## config.mk

```make
export PLATFORM = sky130hd
export DESIGN_NAME = sr_flag_arbiter_flat
export DESIGN_NICKNAME = d
export VERILOG_FILES = /design/src/rtl/sr_flag_arbiter_if.sv /design/src/rtl/sr_flag_arbiter.sv /design/src/flat_wrapper.sv
export SDC_FILE = /design/constraint.sdc
export NUM_CORES = 1
export LEC_CHECK = 0
export ABC_CLOCK_PERIOD_IN_PS = 5600
export CORE_MARGIN = 3
export CORE_UTILIZATION = 35
export DETAILED_ROUTE_END_ITERATION = 16
export GPL_ROUTABILITY_DRIVEN = 0
export PLACE_DENSITY = 0.82
export SYNTH_ARGS = -nofsm -noshare
export SYNTH_HDL_FRONTEND = slang
export SYNTH_SLANG_ARGS = --single-unit
```

## constraint.sdc

```tcl
create_clock -name clk -period 5.6 [get_ports clk]
set_input_delay 0.56 -clock clk [delete_from_list [all_inputs] [get_ports clk]]
set_output_delay 0.56 -clock clk [all_outputs]
set_load 0.03 [all_outputs]
```

## src/rtl/sr_flag_arbiter_if.sv

```systemverilog
// Request/grant bundle between status producers, the flag arbiter and the SR flag bank.
interface sr_flag_arbiter_if #(
  parameter int NREQ  = 4,
  parameter int WIDTH = 8
);
  logic [NREQ-1:0]       req_i;
  logic [NREQ*WIDTH-1:0] set_mask_i;
  logic [NREQ*WIDTH-1:0] clr_mask_i;
  logic [NREQ-1:0]       gnt_o;
  logic [WIDTH-1:0]      s_o;
  logic [WIDTH-1:0]      r_o;
  logic                  conflict_o;
  logic                  busy_o;

  modport master (
    output req_i, set_mask_i, clr_mask_i,
    input  gnt_o, s_o, r_o, conflict_o, busy_o
  );

  modport slave (
    input  req_i, set_mask_i, clr_mask_i,
    output gnt_o, s_o, r_o, conflict_o, busy_o
  );
endinterface

```

## src/rtl/sr_flag_arbiter.sv

```systemverilog
// Round-robin arbiter that turns per-requester set/clear masks into one-cycle
// S/R pulses for a shared SR flag bank, never driving S and R together on a bit.
module sr_flag_arbiter #(
  parameter int NREQ         = 4,
  parameter int WIDTH        = 8,
  parameter bit CONFLICT_SET = 1'b0
) (
  input  logic              clk,
  input  logic              reset,
  sr_flag_arbiter_if.slave  bus
);

  localparam int          PTR_W  = (NREQ > 1) ? $clog2(NREQ) : 1;
  localparam int unsigned NREQ_U = NREQ;

  typedef enum logic {ARB, DRIVE} state_t;

  state_t           state, state_next;
  logic [PTR_W-1:0] ptr, ptr_next;
  logic [PTR_W-1:0] win, cand;
  logic             found;
  int unsigned      idx;

  logic [WIDTH-1:0] win_set, win_clr, ov;
  logic [NREQ-1:0]  gnt_q, gnt_next;
  logic [WIDTH-1:0] s_q, s_next, r_q, r_next;
  logic             conflict_q, conflict_next;

  // Rotating priority search: first requester at or after ptr, wrapping to 0.
  always_comb begin
    found = 1'b0;
    win   = '0;
    idx   = 0;
    cand  = '0;
    for (int unsigned i = 0; i < NREQ_U; i++) begin
      idx = 32'(ptr) + i;
      if (idx >= NREQ_U) idx = idx - NREQ_U;
      cand = PTR_W'(idx);
      if (!found && bus.req_i[cand]) begin
        found = 1'b1;
        win   = cand;
      end
    end
  end

  always_comb begin
    win_set = bus.set_mask_i[32'(win)*WIDTH +: WIDTH];
    win_clr = bus.clr_mask_i[32'(win)*WIDTH +: WIDTH];
    ov      = win_set & win_clr;
  end

  always_comb begin
    state_next    = state;
    ptr_next      = ptr;
    gnt_next      = '0;
    s_next        = '0;
    r_next        = '0;
    conflict_next = 1'b0;
    case (state)
      ARB: begin
        if (found) begin
          state_next    = DRIVE;
          gnt_next      = NREQ'(1) << win;
          conflict_next = |ov;
          ptr_next      = (win == PTR_W'(NREQ - 1)) ? '0 : win + 1'b1;
          if (CONFLICT_SET) begin
            s_next = win_set;
            r_next = win_clr & ~win_set;
          end else begin
            s_next = win_set & ~ov;
            r_next = win_clr & ~ov;
          end
        end
      end
      DRIVE: state_next = ARB;
      default: state_next = ARB;
    endcase
  end

  always_ff @(posedge clk) begin
    if (reset) begin
      state      <= ARB;
      ptr        <= '0;
      gnt_q      <= '0;
      s_q        <= '0;
      r_q        <= '0;
      conflict_q <= 1'b0;
    end else begin
      state      <= state_next;
      ptr        <= ptr_next;
      gnt_q      <= gnt_next;
      s_q        <= s_next;
      r_q        <= r_next;
      conflict_q <= conflict_next;
    end
  end

  assign bus.gnt_o      = gnt_q;
  assign bus.s_o        = s_q;
  assign bus.r_o        = r_q;
  assign bus.conflict_o = conflict_q;
  assign bus.busy_o     = (state == DRIVE);

endmodule

```

## src/flat_wrapper.sv

```systemverilog
// flat-port wrapper written by rule: the top's interface ports become plain ports
module sr_flag_arbiter_flat 
#(
  parameter int NREQ         = 4,
  parameter int WIDTH        = 8,
  parameter bit CONFLICT_SET = 1'b0
)
  (clk, reset, bus_req_i, bus_set_mask_i, bus_clr_mask_i, bus_gnt_o, bus_s_o, bus_r_o, bus_conflict_o, bus_busy_o);
  sr_flag_arbiter_if #(.NREQ(NREQ), .WIDTH(WIDTH)) bus_i ();
  input  logic clk;
  input  logic reset;
  input wire logic [$bits(bus_i.req_i)-1:0] bus_req_i;
  input wire logic [$bits(bus_i.set_mask_i)-1:0] bus_set_mask_i;
  input wire logic [$bits(bus_i.clr_mask_i)-1:0] bus_clr_mask_i;
  output wire logic [$bits(bus_i.gnt_o)-1:0] bus_gnt_o;
  output wire logic [$bits(bus_i.s_o)-1:0] bus_s_o;
  output wire logic [$bits(bus_i.r_o)-1:0] bus_r_o;
  output wire logic [$bits(bus_i.conflict_o)-1:0] bus_conflict_o;
  output wire logic [$bits(bus_i.busy_o)-1:0] bus_busy_o;
  assign bus_i.req_i = bus_req_i;
  assign bus_i.set_mask_i = bus_set_mask_i;
  assign bus_i.clr_mask_i = bus_clr_mask_i;
  assign bus_gnt_o = bus_i.gnt_o;
  assign bus_s_o = bus_i.s_o;
  assign bus_r_o = bus_i.r_o;
  assign bus_conflict_o = bus_i.conflict_o;
  assign bus_busy_o = bus_i.busy_o;
  sr_flag_arbiter #(.NREQ(NREQ), .WIDTH(WIDTH), .CONFLICT_SET(CONFLICT_SET)) u_core (.clk(clk), .reset(reset), .bus(bus_i));
endmodule
```

==> summary.md, run 1 <==
| Metric | Value |
|---|---|
| Power per cell area | 243.4 nW/um2 |
| Pre-CTS setup slack | 2531 ps |
| # port buffers | 91 |
| Worst-Margin Slew | 568.8 ps |
| HPWL Detailed | 2.991 mm |
| Final WS setup | 2854 ps |
| Syn Nets | 207 |
| Ys Warns | 0 |
| Tcrit/Tclk final | 0.4903 |
| TNS Setup | 0 ps |
| Die W | 68.71 um |
| Cells after Synth | 137 |
| Starting Density | 0.3704 |
| Final min period | 2746 ps |
| CTS tree | built |
| Final instance area | 2352 um2 |
| IO Count | 92 |
| Longest Clk Path Bufs | 2 |
| Cts bufs inserted | 3 |
| Root Driver | clkbuf_8 |
| Initial antenna violation count | 0 |
| Post-cts resize count | 0 |
| Final ANT Viol Nets | 0 |
| Register bit count reported by yosys | 24 |
| Grt ovf | 0 |
| Hold EP | u_core.ptr[0]$_SDFFE_PP0P_ |
| Required time of the critical path | 5750 ps |
| Final #Nets | 297 |
| Post-CTS Setup Inserts | 0 |
| Area of the core | 3716 um2 |
| Kind of critical path | primary input to flip-flop |
| Worst Hold Depth | 2 |
| Largest net degree at the start of global routing | 37 |
| First-pass GRT wire length | 5.609 mm |
| Mapped cell area | 1376 um2 |
| Peak supply drop | 0.1015 mV |
| Worst setup EP type | flip-flop |
| Total GRT Usage | 0.1557 |
| Clk Latency, worst-skew pair | 260 ps |
| Max-Cap Viols | 0 |
| Die ar. | 4721 um2 |
| DP Area | 2297 um2 |
| Worst Reg-to-Reg Cells | 8 |
| Final Non-Filler Cells | 274 |
| Synthesized area per cell | 10.05 um2 |
| Reg2reg start | u_core.ptr[0]$_SDFFE_PP0P_ |
| Routed WL per cell | 13.42 um |
| Antenna Cells | 0 |
| Dpl cells | 270 |
| RSZ-0062 raised after global routing | false |
| Share of layout cells above drive strength 1 | 0.1018 |
| Startpoint types | primary input |
| CP cell instances | clkdlybuf4s50_1 > a21oi_1 > a2bb2oi_4 > buf_4 > mux2i_1 > mux2_2 > o22ai_1 > o41a_1 |
| Hold-fix buffers at CTS | 0 |
| Clock Skew | 4.140 ps |
| Area Overhead vs Synth | 70.91% |
| Num rows | 22 |
| Clock Pin Slew Worst Setup and Hold Paths | 80 ps |
| Crit Reg-Reg Endpoint | u_core.bus.conflict_o$_SDFF_PP0_ |
| Sequential cell area fraction in the yosys report | 0.3491 |
| Critical path's slowest cell | clkdlybuf4s50_1 |
| Final setup vio count | 0 |
| CP arrival | 2900 ps |
| Max frequency | 0.3642 GHz |
| Routed WL | 3.678 mm |
| Max FO, Critical Path | 36 |
| HP Class | flip-flop to flip-flop |
| DR iter-0 viols | 33 |
| Hold_sp | u_core.ptr[0]$_SDFFE_PP0P_ |
| R2R setup slack | 3250 ps |
| Vias in the first global route | 1331 |
| Max-slew violation count | 0 |
| Die height | 68.71 um |
| DR pass1 iterations | 4 |
| Max incr delay on CP | 470 ps |
| Final Power | 0.0005725 W |
| Lkg Pwr | 0.9073 nW |
| Status | finished clean |
| Depth of the CTS H-tree | 1 |
| Drt via density | 4.807 |
| Fin. Hold Viols | 0 |
| Synth cell types | 24 |
| Via Count | 1317 |
| # DRC | 0 |
| Slew HR | 0.6208 |
| Clock sink total | 24 |
-- placed cells by master, fill, tap and decap left out --
cell	count
o21ai_0	1
buf_4	1
a21oi_1	4
xnor2_1	1
nand3_1	1
nand2_1	10
nor2_4	1
nor3_1	2
clkbuf_8	4
or3_1	1
nor2_1	13
inv_1	4
dfxtp_1	24
a211oi_1	2
mux2_4	1
nand2b_1	1
nor3b_1	8
clkdlybuf4s50_1	91
mux2_2	15
o22ai_1	5
nor4_1	1
mux2i_1	33
a2bb2oi_4	1
o41a_1	1
-- how the worst max path moves through the flow --
stage	from	to	slack, ps	cells past startpoint
after floorplan	bus_req_i[0]	u_core.bus.conflict_o$_SDFF_PP0_	3480	8
after global placement	bus_req_i[0]	u_core.bus.conflict_o$_SDFF_PP0_	2630	8
after detailed placement	bus_req_i[0]	u_core.bus.conflict_o$_SDFF_PP0_	2530	8
after CTS	bus_req_i[0]	u_core.bus.conflict_o$_SDFF_PP0_	2810	8
after global routing	bus_req_i[0]	u_core.bus.conflict_o$_SDFF_PP0_	2700	8
final	bus_req_i[0]	u_core.bus.conflict_o$_SDFF_PP0_	2850	8
-- state kept, by name (all words and copies together) (netlist names) --
| signal | count |
|---|---|
| u_core.bus.busy_o | 1 |
| u_core.bus.conflict_o | 1 |
| u_core.bus.gnt_o | 4 |
| u_core.bus.r_o | 8 |
| u_core.bus.s_o | 8 |
| u_core.ptr | 2 |
-- critical path, delay by kind of cell --
family	cells	cell delay [ps]
multiplexers	2	450
buffers and inverters	2	940
AO/OA/AOI/OAI	4	940
-- power breakdown --
group	leakage (nW)	total, W	switching (W)	internal, W
Combinational	0.682	0.000262	0.000120	0.000142
Clock	0.0288	0.000116	0.0000533	0.0000627
Sequential	0.197	0.000194	0.00000678	0.000187
-- cell type report --
cell class / instances / area [um2]
Clock buffer: 4 / 55.05
Timing Repair Buffer: 92 / 918.4
Inverter: 4 / 15.01
Multi-Input combinational cell: 102 / 823.3
Fill cell: 337 / 1364
Sequential cell: 24 / 480.5
Tap cell: 48 / 60.06
-- Yosys cell counts --
library cell | number | area [um2]
a211oi_1 | 2 | 15.01
o41a_1 | 1 | 11.26
nand2_1 | 10 | 37.54
or3_1 | 1 | 6.260
nor3b_1 | 8 | 60.06
mux2_2 | 15 | 168.9
inv_1 | 4 | 15.01
a21oi_1 | 4 | 20.02
nor3_1 | 2 | 10.01
buf_8 | 3 | 45.04
a2bb2oi_1 | 1 | 8.760
buf_6 | 2 | 22.52
nor2_4 | 1 | 11.26
mux2_4 | 1 | 15.01
nor4_1 | 1 | 6.260
clkbuf_1 | 2 | 7.510
nand3_1 | 1 | 5.000
nor2_1 | 13 | 48.80
o22ai_1 | 5 | 31.28
xnor2_1 | 1 | 8.760
nand2b_1 | 1 | 6.260
dfxtp_1 | 24 | 480.5
o21ai_0 | 1 | 5.000
mux2i_1 | 33 | 330.3
-- stage by stage --
stage	utilization	hold slack, ps
after floorplan	-	485.6
after global placement	0.6182	506.7
after detailed placement	0.6182	510.3
after CTS	0.6330	522.4
after global routing	0.6330	601.7
final	0.6330	518.1
-- cells by family after synthesis --
group	count (synthesis)	synth area share
and+or+nand+nor	38	0.1391
DFF	24	0.3491
AOI/OAI and AO/OA	14	0.06636
xor gates and xnor gates	1	0.006365
muxes	49	0.3736
buffers and inverters	11	0.06545
-- routing by layer --
layer | vias to the layer above | GRT usage | part of all wire
met4 | 0 | 0.03650 | 0.0079
met1 | 583 | 0.1607 | 0.37
met3 | 4 | 0.05835 | 0.13
met5 | - | 0 | 0
met2 | 60 | 0.2944 | 0.49
li1 | 670 | - | -
Power figures use the tool's default switching activity.
==> inputs of run 2 (changes only) <==
ABC_CLOCK_PERIOD_IN_PS = 2700   (was 5600)
clock period = 2.7 ns   (was 5.6 ns; I/O delays follow)
==> summary.md, run 2 (same netlist as run 1, synthesis figures left out) <==
| Metric | Value |
|---|---|
| Status | finished clean |
| Total GRT Usage | 0.1493 |
| RSZ-0062 raised after global routing | false |
| First-pass GRT wire length | 5.388 mm |
| Hold-fix buffers at CTS | 0 |
| DR iter-0 viols | 22 |
| Share of layout cells above drive strength 1 | 0.1096 |
| Drt via density | 4.674 |
| CP bufs+invs | 2 |
| Final instance area | 2374 um2 |
| DP Area | 2332 um2 |
| Initial antenna violation count | 0 |
| Clk pwr share | 0.174 |
| Max-Cap Viols | 0 |
| IO Count | 92 |
| Root Driver | clkbuf_8 |
| Slew HR | 0.6236 |
| Starting Density | 0.3704 |
| Worst-Margin Slew | 563.2 ps |
| Required time of the critical path | 2850 ps |
| Net Sw Power | 0.0003687 W |
| Final #Nets | 300 |
| HPWL Detailed | 2.918 mm |
| Num rows | 22 |
| Logic pwr share | 0.481 |
| CP arrival | 2390 ps |
| Via Count | 1290 |
| Cts bufs inserted | 3 |
| Area Overhead vs Synth | 72.45% |
| Largest net degree at the start of global routing | 20 |
| Die ar. | 4721 um2 |
| Most frequent cells in the layout | clkdlybuf4s50_1 (91), mux2i_1 (33), dfxtp_1 (24) |
| CP cell instances | clkdlybuf4s50_1 > a21oi_1 > a2bb2oi_4 > buf_4 > mux2i_1 > mux2_2 > o22ai_1 > o41a_1 |
| Die W | 68.71 um |
| Delay-heaviest family, CP | compound AO/OA/AOI/OAI gates |
| Depth of the CTS H-tree | 1 |
| Routed WL per cell | 13.01 um |
| Commonest non-fill, non-tap cell in the layout | clkdlybuf4s50_1 |
| Reg power frac | 0.346 |
| Max incr delay on CP | 460 ps |
| Switch share | 0.3164 |
| Worst setup EP type | flip-flop |
| Storage cell area | 480.5 um2 |
| Clock Pin Slew Worst Setup and Hold Paths | 80 ps |
| Antenna Cells | 0 |
| Critical path's slowest cell | clkdlybuf4s50_1 |
| Max frequency | 0.4461 GHz |
| Kind of critical path | primary input to flip-flop |
| Clock Skew | 6.642 ps |
| DR pass1 iterations | 4 |
| Final ANT Viol Nets | 0 |
| Final setup vio count | 0 |
| Final min period | 2242 ps |
| Fillers | 334 |
| Post-CTS Setup Inserts | 0 |
| Max-slew violation count | 0 |
| Routed WL | 3.590 mm |
| # port buffers | 91 |
| Max FO, Critical Path | 17 |
| Lkg Pwr | 0.9188 nW |
| Area of the core | 3716 um2 |
| HP Class | flip-flop to flip-flop |
| Peak supply drop | 0.2836 mV |
| CTS tree | built |
| TNS Setup | 0 ps |
| Tcrit/Tclk final | 0.8303 |
| Power per cell area | 491.1 nW/um2 |
| Fin util | 0.6387 |
| Die height | 68.71 um |
| Longest Clk Path Bufs | 2 |
| Post-cts resize count | 0 |
| # DRC | 0 |
| Fin. Hold Viols | 0 |
| Grt ovf | 0 |
| Area of the multi-input gates | 823.3 um2 |
| Clk Latency, worst-skew pair | 260 ps |
| Internal power | 0.0007969 W |
| Startpoint types | primary input |
| Clock sink total | 24 |
| Vias in the first global route | 1306 |
-- run 2: metrics by stage --
step / worst slack, ps / power [W] / hold WS [ps] / cells
after floorplan: 768.9 / 0.0007716 / 342.8 / 137
final: 458.2 / 0.001166 / 519.6 / 276
after global placement: 161.5 / 0.0009713 / 508.9 / 273
after detailed placement: 165.3 / 0.0009769 / 512.4 / 273
after global routing: 311.3 / 0.001232 / 544.6 / 276
after CTS: 434.2 / 0.001179 / 524.8 / 276
-- run 2: area by class of cell --
cell class              count  area share
multi-input cells         102      0.3469
clock buffers               3     0.01740
well taps                  48     0.02530
inverters                   4    0.006326
flip-flops and latches     24      0.2024
repair buffers             95      0.4017
-- run 2: worst paths after layout --
kind	depth (start not counted)	slack, ps	endpoint	start
worst max-delay path	8	460	u_core.bus.conflict_o$_SDFF_PP0_	bus_req_i[0]
worst min-delay path	2	520	u_core.ptr[0]$_SDFFE_PP0P_	u_core.ptr[0]$_SDFFE_PP0P_
worst max register to register	6	520	u_core.bus.conflict_o$_SDFF_PP0_	u_core.ptr[1]$_SDFFE_PP0P_
worst min register to register	2	520	u_core.ptr[0]$_SDFFE_PP0P_	u_core.ptr[0]$_SDFFE_PP0P_
-- run 2: worst min-delay path: cells and delay by family, from the launching register on --
| kind | cells | cell delay, ps |
|---|---|---|
| DFF | 1 | 330 |
| AOI/OAI and AO/OA | 1 | 50 |
| and+or+nand+nor | 1 | 100 |
-- run 2: power groups by stage --
stage | Sequential (W) | Combinational (W) | Clock, W
2_1_floorplan | 0.000471 | 0.000300 | 0
3_3_place_gp | 0.000412 | 0.000560 | 0
3_5_place_dp | 0.000412 | 0.000565 | 0
4_1_cts | 0.000404 | 0.000567 | 0.000209
5_1_grt | 0.000407 | 0.000607 | 0.000218
6_report | 0.000403 | 0.000560 | 0.000202
-- run 2: layer usage --
layer	vias up	wire length, um	track usage
met2	56	1662	0.2765
met3	2	436	0.05186
met1	559	1480	0.1639
met4	0	11	0.02920
met5	-	0	0
li1	673	-	-
